--- config.mk ---
export PLATFORM = sky130hd
export DESIGN_NAME = cdc_fifo_wr_ctrl
export DESIGN_NICKNAME = d
export VERILOG_FILES = /design/src/rtl/cdc_fifo_pkg.sv /design/src/rtl/cdc_fifo_wr_ctrl.sv
export SDC_FILE = /design/constraint.sdc
export NUM_CORES = 1
export LEC_CHECK = 0
export CAP_MARGIN = 20
export CORE_ASPECT_RATIO = 0.75
export CORE_MARGIN = 10
export CORE_UTILIZATION = 35
export DETAILED_ROUTE_END_ITERATION = 7
export PLACE_DENSITY_LB_ADDON = 0.1
export SLEW_MARGIN = 10
export SYNTH_ARGS = -nofsm -noshare
export SYNTH_HDL_FRONTEND = slang
export SYNTH_SLANG_ARGS = --single-unit
--- constraint.sdc ---
create_clock -name clk -period 4.6 [get_ports clk]
set_input_delay 0.69 -clock clk [delete_from_list [all_inputs] [get_ports clk]]
set_output_delay 0.69 -clock clk [all_outputs]
set_load 0.01 [all_outputs]
--- src/rtl/cdc_fifo_pkg.sv ---
// Shared definitions for the dual-clock FIFO write and read controllers.
package cdc_fifo_pkg;

  // Controller life cycle: INIT covers reset propagation to the far domain.
  typedef enum logic {
    ST_INIT = 1'b0,
    ST_RUN  = 1'b1
  } ctrl_state_t;

  // Pointer width carries one extra wrap bit above the memory address.
  function automatic int ptr_width(input int addr_width);
    return addr_width + 1;
  endfunction

  // Occupancy between two pointers; callers truncate the result to their
  // pointer width, which gives the modulo-2**(ADDR_WIDTH+1) wrap.
  function automatic logic [31:0] ptr_diff(input logic [31:0] a,
                                           input logic [31:0] b);
    return a - b;
  endfunction

endpackage

--- src/rtl/cdc_fifo_wr_ctrl.sv ---
// Write-side controller of the dual-clock FIFO: accepts a valid/ready write
// stream, drives the memory write port, and derives full/almost-full/level
// from the read pointer synchronized back into this domain.
module cdc_fifo_wr_ctrl
  import cdc_fifo_pkg::*;
#(
  parameter int ADDR_WIDTH  = 4,
  parameter int DATA_WIDTH  = 32,
  parameter int AFULL_FREE  = 2,
  parameter int INIT_CYCLES = 8
) (
  input  logic                  clk,
  input  logic                  reset_p,
  input  logic                  wr_valid,
  input  logic [DATA_WIDTH-1:0] wr_data,
  output logic                  wr_ready,
  output logic                  mem_we,
  output logic [ADDR_WIDTH-1:0] mem_waddr,
  output logic [DATA_WIDTH-1:0] mem_wdata,
  output logic [ADDR_WIDTH:0]   wr_ptr_bin,
  input  logic [ADDR_WIDTH:0]   rd_ptr_sync,
  output logic                  full,
  output logic                  almost_full,
  output logic [ADDR_WIDTH:0]   wr_level,
  output logic                  init_done,
  output logic                  ptr_err
);

  localparam int PTR_W = ptr_width(ADDR_WIDTH);
  localparam int DEPTH = 2 ** ADDR_WIDTH;
  localparam int CNT_W = $clog2(INIT_CYCLES) + 1;

  typedef logic [PTR_W-1:0] ptr_t;

  localparam ptr_t DEPTH_P  = ptr_t'(DEPTH);
  localparam ptr_t AFULL_TH = ptr_t'(DEPTH - AFULL_FREE);

  ctrl_state_t      state;
  logic [CNT_W-1:0] init_cnt;
  ptr_t             wr_ptr_next;
  ptr_t             diff;

  // Accept only in RUN with room and a consistent pointer pair; the memory
  // write happens on the accepting edge at the current pointer's address.
  assign wr_ready  = (state == ST_RUN) & ~full & ~ptr_err;
  assign mem_we    = wr_valid & wr_ready;
  assign mem_waddr = wr_ptr_bin[ADDR_WIDTH-1:0];
  assign mem_wdata = wr_data;

  // Flags look ahead to the post-accept pointer so the DEPTH-th accept
  // raises full on the same edge, with no overshoot.
  assign wr_ptr_next = wr_ptr_bin + ptr_t'(mem_we);
  assign diff        = PTR_W'(ptr_diff(32'(wr_ptr_next), 32'(rd_ptr_sync)));

  // INIT holds off writes for INIT_CYCLES edges after reset, then RUN forever.
  always_ff @(posedge clk or posedge reset_p) begin
    // NOTE: sequential state uses non-blocking assignments so every register
    // samples the pre-edge values, independent of statement order.
    if (reset_p) begin
      state     <= ST_INIT;
      init_cnt  <= CNT_W'(INIT_CYCLES - 1);
      init_done <= 1'b0;
    end else begin
      case (state)
        ST_INIT: begin
          if (init_cnt == '0) begin
            state     <= ST_RUN;
            init_done <= 1'b1;
          end else begin
            init_cnt <= init_cnt - CNT_W'(1);
          end
        end
        ST_RUN:  state <= ST_RUN;
        default: state <= ST_INIT;
      endcase
    end
  end

  // Write pointer advances by at most one per edge, as the gray stage needs;
  // level and flags are registered from the look-ahead difference.
  always_ff @(posedge clk or posedge reset_p) begin
    if (reset_p) begin
      wr_ptr_bin  <= '0;
      wr_level    <= '0;
      full        <= 1'b0;
      almost_full <= 1'b0;
      ptr_err     <= 1'b0;
    end else begin
      wr_ptr_bin  <= wr_ptr_next;
      wr_level    <= diff;
      full        <= (diff >= DEPTH_P);
      almost_full <= (diff >= AFULL_TH);
      // More than DEPTH apart cannot happen with sane pointers; latch it so
      // writes stay blocked until the whole FIFO is reset.
      if (diff > DEPTH_P) begin
        ptr_err <= 1'b1;
      end
    end
  end

endmodule

==> flow_metrics.py <==
metrics = {
    "sta": {
        "tightest_slew_ns": 0.704,
        "fmax_mhz": 340,
        "slew_headroom_pct": 53.0,
        "fin_crit_sh_pct": 64.0,
        "hold_viol": 0,
        "fin_crit_ns": 2.94,
        "finalSetupTns_ns": 0,
        "rsz0062_at_grt": "no",
        "setup_viol": 0,
        "slew_viol_final": 0,
        "skew_ns": 0.00145,
    },
    "synthesis": {
        "syn-cell-area_mm2": 0.00116,
        "synth.avg_cell_area_um2": 10.6,
        "yosysWarnings": 0,
        "ys.flop_type": "dfrtp_1",
        "syn_inst": 109,
        "ys_types": 24,
        "ys_ff_latch": 19,
        "yosysSeqAreaShare_pct": 41.4,
        "synth-async-reset-ratio_pct": 100,
        "syn_nets": 157,
        "synth_edf_count": 0,
    },
    "critical_path": {
        "reg2reg_slack_ns": 1.82,
        "crit_arrival_ns": 3.08,
        "timing.rr.start": "ptr_err$_DFFE_PP0N_",
        "cp.required_ns": 4.74,
        "cp_max_fo": 3,
        "critPathKind": "primary input to flip-flop",
        "rr_worst_depth": 11,
        "end_kind": "flip-flop",
        "r2r_end": "almost_full$_DFF_PP0_",
        "critPathLaunchType": "primary input",
    },
    "min_path": {
        "hp-class": "flip-flop to flip-flop",
        "hold_depth": 1,
        "hp-start": "init_done$_DFFE_PP0P_",
        "min_to": "init_done$_DFFE_PP0P_",
    },
    "finish": {
        "multi_input_area_um2": 360,
        "fin_cells": 142,
        "antenna_cells": 0,
        "fin_nets": 153,
        "fillers": 303,
        "drive_gt1_share_pct": 9.62,
        "regArea_um2": 479,
        "areaGrowthSynthToFinish_pct": 7.99,
    },
    "status": {
        "status": "complete, no violations",
    },
    "clock_tree": {
        "cts_sinks": 19,
        "path_clk_slew_ns": 0.07,
        "cts_setup_buffers": 0,
        "post_cts_resized": 0,
        "clock_latency_ns": 0.25,
        "cts_tree": "built",
        "cts-root-buf": "clkbuf_8",
        "clk_path_buf_depth": 2,
        "numCtsBuffers": 3,
        "cts-htree-levels": 1,
        "hold_buffers": 0,
    },
    "power": {
        "ir_worst_vdd_v": 0.000101,
        "power_density_mw_per_mm2": 280,
        "cellLeakagePower_uw": 0.000555,
    },
    "route": {
        "dr.pass1.iters": 4,
        "first_iter_violations": 28,
        "wl_um": 2110,
        "vias": 654,
        "via_per_inst": 4.61,
        "drtAntennaViolNets": 0,
        "wire_per_inst_um": 14.8,
        "drc": 0,
    },
    "floorplan": {
        "num_rows": 17,
        "core_mm2": 0.00306,
        "initial_core_util_pct": 37.8,
        "dieArea_mm2": 0.00604,
        "dieHeight_um": 69.8,
        "io_pins": 92,
        "fp.dieW_um": 86.4,
    },
    "grt": {
        "overflow": 0,
        "grt_pass1_wl_um": 3440,
        "grt_pass1_vias": 699,
        "track_usage_pct": 7.03,
        "grt_max_degree": 20,
        "antenna_found_initial": 0,
    },
    "placement": {
        "gp_congestion": 0.774,
        "place_inst": 138,
        "io_buffers": 27,
        "dp_hpwl_um": 1700,
    },
    "flow_run": {
        "max_cap_violations": 0,
    },
}
-- through the flow --
stage               cell area [um^2]  util, %  hold slack [ns]  total power, uW  setup slack, ns
finish                          1250     40.8            0.465              350             1.66
global route                    1250     40.8            0.509              368             1.50
CTS                             1250     40.8            0.470              357             1.63
detailed placement              1210     39.4            0.450              240             1.38
global placement                1210     39.4            0.442              240             1.38
floorplan                       1160        -            0.465              236             1.88
-- per-layer routing --
metal  global-route usage [%]  share of wire [%]  vias up
met2                     7.72                 34       50
met4                     4.63                2.9        0
met3                     4.33                 16       18
met5                        0                  0        -
li1                         -                  -      298
met1                     9.42                 48      288
-- cell families after synthesis --
| family | after synthesis | share of synthesized area (%) |
|---|---|---|
| buf+inv | 49 | 27.5 |
| simple gates | 14 | 7.24 |
| fa+ha+maj | 8 | 9.29 |
| flops | 19 | 41.4 |
| compound gates | 10 | 5.83 |
| xor+xnor | 9 | 8.75 |
-- worst max path at each step --
stage	startpoint	to
finish	wr_valid	almost_full$_DFF_PP0_
global route	wr_valid	almost_full$_DFF_PP0_
CTS	wr_valid	almost_full$_DFF_PP0_
detailed placement	wr_valid	almost_full$_DFF_PP0_
global placement	wr_valid	almost_full$_DFF_PP0_
floorplan	full$_DFF_PP0_	almost_full$_DFF_PP0_
-- final cells by class --
class	count	share of cell area (%)
Tap cell	38	3.80
Multi-Input combinational cell	41	28.8
Timing Repair Buffer	27	21.6
Clock buffer	4	3.60
Sequential cell	19	38.3
Inverter	13	3.90
-- sequential cells by signal, indices dropped and copies added, names as in the netlist --
signal and count:
wr_level 5, wr_ptr_bin 5, init_cnt 4, almost_full 1, full 1, init_done 1, ptr_err 1, state 1
-- synthesized netlist by cell type (2+ instances only) --
| cell type | count | area share (%) |
|---|---|---|
| xnor2_2 | 2 | 2.8 |
| nor2b_1 | 3 | 1.6 |
| ha_1 | 7 | 7.6 |
| inv_1 | 13 | 4.2 |
| nand3_1 | 2 | 0.86 |
| xnor2_1 | 2 | 1.5 |
| dfrtp_1 | 16 | 35 |
| a21o_1 | 3 | 1.9 |
| dfstp_2 | 3 | 6.8 |
| nor2_1 | 2 | 0.65 |
| nor3b_1 | 2 | 1.3 |
| xor2_1 | 4 | 3.0 |
| o21ai_0 | 4 | 1.7 |
| buf_4 | 36 | 23 |
-- where the power goes --
group          internal [uW]  switching (uW)
Combinational           30.5            25.3
Sequential               176            3.21
Clock                   61.5            53.9
-- placed cells by master (no fill, tap or decap), drive strengths merged --
| cell | n |
|---|---|
| clkdlybuf4s50 | 27 |
| dfrtp | 16 |
| inv | 13 |
| ha | 7 |
| xor2 | 5 |
| o21ai | 4 |
| clkbuf | 4 |
| xnor2 | 4 |
| nor2b | 3 |
| a21o | 3 |
| dfstp | 3 |
| nand3 | 3 |
| nor2 | 2 |
| nor3b | 2 |
| and2 | 1 |
| nand2b | 1 |
| a21boi | 1 |
| a31o | 1 |
| nand2 | 1 |
| o2111ai | 1 |
| nor4 | 1 |
| fa | 1 |
-- critical path, cell delays in order --
cell	delay [ns]
clkdlybuf4s50_1	0.39
and2_1	0.16
ha_1	0.23
ha_1	0.25
xor2_1	0.19
ha_1	0.33
nor2b_1	0.14
o21ai_0	0.14
nand2b_1	0.14
xor2_2	0.22
a31o_1	0.20
(Power assumes the default switching activity.)
